## src/rtl/fp_pkg.sv

```systemverilog
// Shared constants and encodings for the FP execution slot (divider and multiplier).
package fp_pkg;

  localparam int          EXP_BIAS        = 127;
  localparam int          EXP_MAX         = 255;
  localparam logic [31:0] NAN_PATTERN_DEF = 32'hFFFF_FFFF;

  typedef enum logic [2:0] {
    IDLE,
    LOAD,
    SPECIAL,
    DIV,
    NORM,
    DONE
  } fp_state_t;

  typedef enum logic [1:0] {
    ZERO,
    NORMAL,
    INF,
    NAN
  } fp_class_t;

endpackage

```

## src/rtl/fp_classify.sv

```systemverilog
// Splits an IEEE-754 single into class, sign, exponent and 24-bit significand.
// Denormals are reported as zero.
module fp_classify
  import fp_pkg::*;
(
  input  logic [31:0] word,
  output fp_class_t   cls,
  output logic        sign,
  output logic [7:0]  exp,
  output logic [23:0] sig
);

  assign sign = word[31];
  assign exp  = word[30:23];
  assign sig  = {1'b1, word[22:0]};

  always_comb begin
    cls = NORMAL;
    if (exp == 8'd0)
      cls = ZERO;
    else if (exp == 8'hFF)
      cls = (word[22:0] != 23'd0) ? NAN : INF;
  end

endmodule

```

## src/rtl/fp_div.sv

```systemverilog
// Iterative single-precision divider: restoring division, one quotient bit per cycle,
// truncating rounding, denormals flushed to zero.
module fp_div
  import fp_pkg::*;
#(
  parameter logic [31:0] NAN_PATTERN = NAN_PATTERN_DEF,
  parameter int          QBITS       = 25
) (
  input  logic        clk,
  input  logic        rst,
  input  logic        start,
  input  logic [31:0] a,
  input  logic [31:0] b,
  output logic        busy,
  output logic        done,
  output logic [31:0] result,
  output logic        div_by_zero,
  output logic        invalid
);

  localparam int CNT_W = $clog2(QBITS);

  fp_state_t             state;
  logic [31:0]           a_r, b_r;
  logic [24:0]           rem;
  logic [QBITS-1:0]      q;
  logic [CNT_W-1:0]      cnt;
  logic signed [9:0]     exp_r;
  logic [31:0]           res_nxt;
  logic                  dbz_nxt, inv_nxt;

  fp_class_t   cls_a, cls_b;
  logic        sgn_a, sgn_b;
  logic [7:0]  exp_a, exp_b;
  logic [23:0] sig_a, sig_b;

  fp_classify u_cls_a (.word(a_r), .cls(cls_a), .sign(sgn_a), .exp(exp_a), .sig(sig_a));
  fp_classify u_cls_b (.word(b_r), .cls(cls_b), .sign(sgn_b), .exp(exp_b), .sig(sig_b));

  logic sgn;
  logic is_special;
  assign sgn        = sgn_a ^ sgn_b;
  assign is_special = (cls_a != NORMAL) || (cls_b != NORMAL);

  // Restoring step: compare the 25-bit remainder against the zero-extended divisor.
  logic [24:0] divisor;
  logic [24:0] diff;
  logic        q_bit;
  assign divisor = {1'b0, sig_b};
  assign diff    = rem - divisor;
  assign q_bit   = (rem >= divisor);

  logic [31:0] spec_res;
  logic        spec_dbz, spec_inv;
  always_comb begin
    spec_res = {sgn, 31'd0};
    spec_dbz = 1'b0;
    spec_inv = 1'b0;
    if (cls_a == NAN || cls_b == NAN) begin
      spec_res = NAN_PATTERN;
    end else if ((cls_a == ZERO && cls_b == ZERO) || (cls_a == INF && cls_b == INF)) begin
      spec_res = NAN_PATTERN;
      spec_inv = 1'b1;
    end else if (cls_a == INF) begin
      spec_res = {sgn, 8'hFF, 23'd0};
    end else if (cls_b == INF) begin
      spec_res = {sgn, 31'd0};
    end else if (cls_b == ZERO) begin
      spec_res = {sgn, 8'hFF, 23'd0};
      spec_dbz = 1'b1;
    end
  end

  // Ma/Mb lies in [0.5, 2): the leading one is in one of the top two quotient bits.
  logic signed [9:0] norm_e;
  logic [22:0]       norm_mant;
  logic [31:0]       norm_res;
  always_comb begin
    if (q[QBITS-1]) begin
      norm_e    = exp_r;
      norm_mant = q[QBITS-2 -: 23];
    end else begin
      norm_e    = exp_r - 10'sd1;
      norm_mant = q[QBITS-3 -: 23];
    end
    if (norm_e >= 10'(EXP_MAX))
      norm_res = {sgn, 8'hFF, 23'd0};
    else if (norm_e <= 10'sd0)
      norm_res = {sgn, 31'd0};
    else
      norm_res = {sgn, norm_e[7:0], norm_mant};
  end

  always_ff @(posedge clk) begin
    if (rst) begin
      state       <= IDLE;
      busy        <= 1'b0;
      done        <= 1'b0;
      result      <= 32'd0;
      div_by_zero <= 1'b0;
      invalid     <= 1'b0;
    end else begin
      done <= 1'b0;
      case (state)
        IDLE: begin
          if (start && !busy && !done) begin
            a_r   <= a;
            b_r   <= b;
            busy  <= 1'b1;
            state <= LOAD;
          end
        end
        LOAD: begin
          if (is_special) begin
            state <= SPECIAL;
          end else begin
            rem   <= {1'b0, sig_a};
            q     <= '0;
            cnt   <= CNT_W'(QBITS - 1);
            exp_r <= $signed({2'b00, exp_a}) - $signed({2'b00, exp_b}) + 10'(EXP_BIAS);
            state <= DIV;
          end
        end
        SPECIAL: begin
          res_nxt <= spec_res;
          dbz_nxt <= spec_dbz;
          inv_nxt <= spec_inv;
          state   <= DONE;
        end
        DIV: begin
          rem <= q_bit ? {diff[23:0], 1'b0} : {rem[23:0], 1'b0};
          q   <= {q[QBITS-2:0], q_bit};
          cnt <= cnt - 1'b1;
          if (cnt == '0)
            state <= NORM;
        end
        NORM: begin
          res_nxt <= norm_res;
          dbz_nxt <= 1'b0;
          inv_nxt <= 1'b0;
          state   <= DONE;
        end
        DONE: begin
          result      <= res_nxt;
          div_by_zero <= dbz_nxt;
          invalid     <= inv_nxt;
          done        <= 1'b1;
          busy        <= 1'b0;
          state       <= IDLE;
        end
        default: state <= IDLE;
      endcase
    end
  end

endmodule

```

## config.mk

```make
export PLATFORM = sky130hd
export DESIGN_NAME = fp_div
export DESIGN_NICKNAME = d
export VERILOG_FILES = /design/src/rtl/fp_pkg.sv /design/src/rtl/fp_classify.sv /design/src/rtl/fp_div.sv
export SDC_FILE = /design/constraint.sdc
export NUM_CORES = 1
export LEC_CHECK = 0
export ABC_AREA = 1
export BUFFER_PORTS_ARGS = -buffer_cell sky130_fd_sc_hd__buf_4
export CAP_MARGIN = 15
export CORE_ASPECT_RATIO = 1.2
export CORE_MARGIN = 2
export CORE_UTILIZATION = 37
export DETAILED_ROUTE_END_ITERATION = 12
export SLEW_MARGIN = 30
export SYNTH_ARGS = -nofsm -noshare
export SYNTH_HDL_FRONTEND = slang
export SYNTH_SLANG_ARGS = --single-unit
```

## constraint.sdc

```tcl
create_clock -name clk -period 5.1 [get_ports clk]
set_input_delay 1.02 -clock clk [delete_from_list [all_inputs] [get_ports clk]]
set_output_delay 1.02 -clock clk [all_outputs]
set_load 0.005 [all_outputs]
```

==> impl_metrics.csv, run 1 <==
group,metric,value,unit
finish,design_area,12730,µm²
clock_tree,post_cts.repair.setup_buffers,0,
clock_tree,cts_root_buf,"clkbuf_16",
synth,yosys.area.top_type,"edfxtp_1",
placement,portBuffers,102,
timing,tns,0,ps
global_route,grt_pass1_vias,8184,
timing,hold_violations,0,
timing,fmax,301.9,MHz
timing,setup_violations,0,
clock_tree,cts.reportedPaths.clkPinSlew,70,ps
critical_path,cp_slowest_cell,"nand3_2",
floorplan,io_pins,103,
power_and_ir_drop,peakVddDrop,0.2912,mV
timing,period_needed,3313,ps
placement,post-dp-hpwl,18.02,mm
critical_path,crit_required,5360,ps
synth,synth_cells,1316,
floorplan,rows,68,
synth,synth_area_per_cell,8.225,µm²
synth,synth.distinct_cells,32,
finish,final_util,44.25,%
timing,rsz0062_at_grt,"false",
critical_path,critPathCaptureType,"flop",
critical_path,cpLargestDelayFamily,"simple AND/OR/NAND/NOR gates",
synth,ys_ff_latch,202,
clock_tree,htreeDepth,1,
timing,maxSlewViolCount,0,
clock_tree,tritoncts,"done",
clock_tree,cts_buffers,22,
synth,yosysSeqAreaShare,52.43,%
synth,syn-num-nets,1420,
power_and_ir_drop,leakage,5.944,nW
global_route,gr-usage-all-layers,15.74,%
synth,synth_top_area_share,45.22,%
global_route,grt_first_pass_wirelength,39.42,mm
clock_tree,clk_latency,500,ps
run,maxCapViolCount,0,
detailed_routing,wl_per_cell,13.30,µm
clock_tree,clkSinkCount,202,
floorplan,initial_core_util,37.64,%
detailed_routing,vias,8566,
critical_path,worstPathCellList,"inv_1 -> ha_1 -> nand2_1 -> nand2_1 -> nand2_1 -> nand2_1 -> nand2_1 -> nand3_1 -> nand2_1 -> nand3_2 -> nand2_1 -> nand2_1 -> nand2_1 -> nand2_1",
global_route,grt_overflow,0,
finish,syn2layout_area_growth,17.57,%
detailed_routing,dr.pass1.iters,5,
detailed_routing,drc,0,
synth,synth.area.top_cells,"edfxtp_1 45%, nand2_1 12%, dfxtp_1 7.2%",
placement,gp_congestion,0.9352,
power_and_ir_drop,p_per_area,395.7,nW/µm²
critical_path,crit_type,"flop to flop",
placement,placed_cell_area,12010,µm²
critical_path,path_max_fanout,26,
timing,max_slew.worst_pin.slew,876.3,ps
critical_path,timing.critical_path.buf_inv,1,
synth,synthesis.area,10820,µm²
floorplan,fp.dieW,160.1,µm
detailed_routing,postRouteAntennaNets,0,
synth,yosysWarningCount,0,
floorplan,die_h,191.4,µm
detailed_routing,wl,24.16,mm
outcome,outcome,"completed",
timing,relSlewSlack,41.44,%
critical_path,cpMostUsedCell,"nand2_1",
clock_tree,cts_hold_buf,0,
finish,antenna-diode-count,0,
finish,nNetsFinal,1520,
timing,fin_worst_skew,14.00,ps
critical_path,cp_slowest_stage_delay,690,ps
global_route,grt_max_degree,53,
floorplan,core_area,28760,µm²
floorplan,dieArea,30640,µm²
critical_path,start_kind,"flop",
global_route,antenna_found_initial,0,
detailed_routing,drtIter0Drc,354,
worst_hold_path,hp-class,"flop to flop",
finish,drive_above_1_share,11.24,%
clock_tree,cts_resized,0,
timing,period_share,64.96,%
critical_path,cp_data_arrival_time,3580,ps
clock_tree,clk_path_buf_depth,3,
detailed_routing,drt-vias-per-instance,4.714,
## where the power goes
part           total (mW)  leakage, nW  internal, mW  switching, mW
logic                1.29         3.78         0.436          0.854
clock network        1.57        0.350         0.939          0.634
registers            2.17         1.82          2.06          0.109
total                5.04         5.94          3.44           1.60
## synth_stat cells
cell and count:
nand2_1 357, inv_1 195, nor2_1 180, edfxtp_1 163, nand3_1 102, o21ai_0 68, nand4_1 40, dfxtp_1 39
ha_1 35, a21oi_1 31, clkbuf_1 27, xnor2_1 16, nor3_1 15, xor2_1 8, nand3b_1 7, buf_2 5
nor2_2 4, nand3_2 3, nor2_4 3, buf_4 2, buf_6 2, clkinv_1 2, fa_1 2, o21ai_1 2
a21o_1 1, a21oi_2 1, nor3b_1 1, nor4_1 1, o21ai_2 1, o31ai_1 1, or2_0 1, or2_2 1
## cells by family after synthesis
family / after synthesis / synth area share [%]
xor+xnor: 24 / 1.942
compound gates: 105 / 4.971
buf+inv: 233 / 8.346
fa+ha+maj: 37 / 4.416
simple gates: 715 / 27.89
flops: 202 / 52.43
## registers in the layout, summed over array words and instances (netlist names), 3 cells and up
| signal | flops |
|---|---|
| state | 3 |
| rem | 25 |
| a_r | 32 |
| b_r | 32 |
| exp_r | 10 |
| cnt | 5 |
| q | 25 |
| result | 32 |
| res_nxt | 32 |
## stage by stage
stage | total power [mW] | setup slack, ps | cells | hold WS [ps]
6_report | 5.036 | 1787 | 1817 | 464.6
5_1_grt | 5.366 | 1476 | 1817 | 491.8
4_1_cts | 5.099 | 1790 | 1817 | 473.7
3_5_place_dp | 3.505 | 1795 | 1777 | 458.5
3_3_place_gp | 3.491 | 1816 | 1777 | 454.5
2_1_floorplan | 3.140 | 618.5 | 1316 | 447.4
## cells in the final DEF, fill, tap and decap left out, types with 2 or more instances in the layout
cell type / instances
o21ai_1: 2
fa_1: 2
buf_4: 112
bufinv_16: 2
xor2_1: 8
nor2_2: 5
nand2_1: 357
o21ai_0: 68
xnor2_1: 16
clkbuf_16: 23
nor2_4: 4
dfxtp_1: 39
ha_1: 35
nand3_1: 102
nand4_1: 40
clkinv_1: 6
inv_1: 195
clkbuf_1: 4
nor2_1: 178
nand3b_1: 7
nand3_2: 3
clkinv_2: 3
a21oi_1: 30
edfxtp_1: 163
nor3_1: 14
## worst min-delay path: cells and delay by family (launching register included)
family / cells / cell delay, ps
simple gates: 2 / 130
flops: 1 / 320
## metal layers
metal	vias up	GRT usage (%)	wire length (µm)	share of wire (%)
li1	4479	-	-	-
met1	3865	18.65	10360	43
met2	176	29.22	12000	50
met3	46	2.039	1010	4.2
met4	0	5.613	796	3.3
met5	-	0	0	0
## final cells by class
cell class,count,area [µm²]
clock inverter,12,112.6
clock buffer,28,604.3
fill,2895,16030
timing repair buffer,112,840.8
multi-input combinational,881,4272
tap,385,481.7
inverter,197,739.5
sequential,202,5675
## final timing paths
kind                            startpoint  cells past startpoint  slack, ps        end
worst max-delay path                b_r[2]                     14       1790    rem[21]
worst min-delay path            res_nxt[4]                      2        460  result[4]
worst max register to register      b_r[2]                     14       1790    rem[21]
worst min register to register  res_nxt[4]                      2        460  result[4]
Note: power is estimated with default switching activity, not from simulation.
==> run 2: changes to the inputs <==
==> constraint.sdc (replaced) <==
create_clock -name clk -period 2.8 [get_ports clk]
set_input_delay 0.56 -clock clk [delete_from_list [all_inputs] [get_ports clk]]
set_output_delay 0.56 -clock clk [all_outputs]
set_load 0.005 [all_outputs]
==> run 2 against run 1 <==
Die area did not move; clock skew fell by 2.2 ps; clock power rose by 91%; cell count rose by 0.61%; total power rose by 86%; critical path depth fell by 2; critical path type unchanged; hold slack got worse by 250 ps; combinational power rose by 87%; sequential share of layout area fell by 0.56 points; non-clock buffer count rose by 9.
==> impl_metrics.csv, run 2 (synthesized netlist as in run 1, its figures left out) <==
group,metric,value,unit
detailed_routing,drtIter0Drc,423,
clock_tree,tritoncts,"done",
clock_tree,cts_hold_buf,0,
power_and_ir_drop,peakVddDrop,0.5046,mV
critical_path,cp_data_arrival_time,2760,ps
power_and_ir_drop,sw_frac_of_total,31.40,%
floorplan,die_h,191.4,µm
critical_path,cp.depth,12,
clock_tree,cts.reportedPaths.clkPinSlew,60,ps
timing,period_share,89.09,%
detailed_routing,postRouteAntennaNets,0,
finish,final_cell_count_no_fill,1828,
critical_path,worstPathCellList,"ha_1 -> nand2_1 -> inv_1 -> nand2_1 -> nand2_1 -> nand2_1 -> nand2_1 -> a21oi_2 -> buf_4 -> nand4_1 -> nand3_1 -> nand2_1",
timing,hold_violations,0,
power_and_ir_drop,combPwrFrac,25.7,%
power_and_ir_drop,power_frac_clock,32.0,%
placement,portBuffers,102,
floorplan,dieArea,30640,µm²
global_route,grt_max_degree,56,
timing,max_slew.worst_pin.slew,802.6,ps
global_route,grt_overflow,0,
timing,period_needed,2495,ps
placement,pre_cts_ws,346.6,ps
finish,syn2layout_area_growth,19.06,%
floorplan,initial_core_util,37.64,%
power_and_ir_drop,seqPwrFrac,42.3,%
timing,fin_ws,305.4,ps
critical_path,crit_type,"flop to flop",
critical_path,path_max_fanout,22,
power_and_ir_drop,p_per_area,726.5,nW/µm²
placement,post-dp-hpwl,17.77,mm
finish,final_common_cell,"nand2_1",
worst_hold_path,hold_depth,1,
detailed_routing,dr.pass1.iters,5,
detailed_routing,drt-vias-per-instance,4.724,
floorplan,fp.dieW,160.1,µm
timing,tns,0,ps
finish,final_util,44.81,%
clock_tree,cts_resized,0,
power_and_ir_drop,p_int,6.423,mW
timing,fin_worst_skew,11.77,ps
detailed_routing,drc,0,
global_route,grt_pass1_vias,8274,
critical_path,cpMostUsedCell,"nand2_1",
power_and_ir_drop,switchingPower,2.940,mW
clock_tree,cts_root_buf,"clkbuf_16",
clock_tree,clkSinkCount,202,
timing,fmax,400.9,MHz
placement,gp_congestion,0.9515,
global_route,antenna_found_initial,0,
floorplan,rows,68,
clock_tree,cts_buffers,23,
timing,rsz0062_at_grt,"false",
timing,setup_violations,0,
floorplan,core_area,28760,µm²
critical_path,start_kind,"flop",
global_route,grt_first_pass_wirelength,39.37,mm
clock_tree,htreeDepth,1,
detailed_routing,wl_per_cell,13.05,µm
critical_path,cp_slowest_cell,"edfxtp_1",
global_route,gr-usage-all-layers,15.67,%
detailed_routing,wl,23.85,mm
run,maxCapViolCount,0,
finish,antenna-diode-count,0,
critical_path,timing.critical_path.buf_inv,2,
clock_tree,clk_path_buf_depth,3,
worst_hold_path,hp-class,"input port to flop",
critical_path,rr_worst_depth,12,
critical_path,crit_required,3060,ps
placement,dp.cells,1786,
critical_path,cp_slowest_stage_delay,420,ps
clock_tree,post_cts.repair.setup_buffers,0,
finish,drive_above_1_share,12.13,%
clock_tree,clk_latency,520,ps
critical_path,critPathCaptureType,"flop",
finish,final_cell_mix,"357 x nand2_1, 195 x inv_1, 178 x nor2_1",
finish,nNetsFinal,1530,
timing,relSlewSlack,46.44,%
floorplan,io_pins,103,
critical_path,cpLargestDelayFamily,"simple AND/OR/NAND/NOR gates",
outcome,outcome,"completed",
power_and_ir_drop,leakage,6.034,nW
detailed_routing,vias,8635,
timing,maxSlewViolCount,0,
## run 2: cell types whose count changed in the layout (fill, tap and decap cells not counted), moves of 2 or more
cell / before / now
buf_4: 112 / 118
buf_12: 0 / 3
clkbuf_16: 23 / 25
clkinv_1: 6 / 3
clkinv_2: 3 / 6
## run 2: metal layers
layer | GRT usage (%) | part of all wire, % | up-vias
met5 | 0 | 0 | -
met2 | 28.22 | 49 | 203
met3 | 2.235 | 4.7 | 61
met4 | 7.450 | 4.5 | 0
li1 | - | - | 4511
met1 | 18.44 | 42 | 3860
## run 2: cell type report
cell class	instances	area (µm²)
Inverter	197	739.5
Clock buffer	29	640.6
Timing Repair Buffer	121	945.9
Tap cell	385	481.7
Fill cell	2911	15870
Multi-Input combinational cell	881	4278
Sequential cell	202	5675
Clock inverter	13	126.4
## run 2: worst paths after layout
| check | startpoint | to | slack (ps) |
|---|---|---|---|
| worst max register to register | rem[20] | rem[16] | 310 |
| worst min-delay path | b[10] | b_r[10] | 210 |
| worst min register to register | res_nxt[22] | result[22] | 470 |
| worst max-delay path | rem[20] | rem[16] | 310 |
## run 2: worst register-to-register path: stages, from the launching register on
cell      delay, ps
edfxtp_1        420
ha_1            370
nand2_1         160
inv_1            70
nand2_1          70
nand2_1          90
nand2_1          80
nand2_1          60
a21oi_2         150
buf_4           320
nand4_1         220
nand3_1         150
nand2_1          90
## run 2: power groups by stage
stage / sequential [mW] / combinational [mW] / clock, mW
2_1_floorplan: 3.97 / 1.74 / 0
3_3_place_gp: 4.01 / 2.39 / 0
3_5_place_dp: 4.02 / 2.41 / 0
4_1_cts: 3.96 / 2.42 / 3.10
5_1_grt: 4.00 / 2.75 / 3.23
6_report: 3.96 / 2.41 / 3.00
## run 2: stage by stage
stage	power, mW	hold WS [ps]	instance area (µm²)
after floorplan	5.707	447.4	10850
after global placement	6.402	452.6	12120
after detailed placement	6.430	456.3	12120
after CTS	9.480	184.4	12890
after global routing	9.977	188.6	12890
final	9.363	212.4	12890
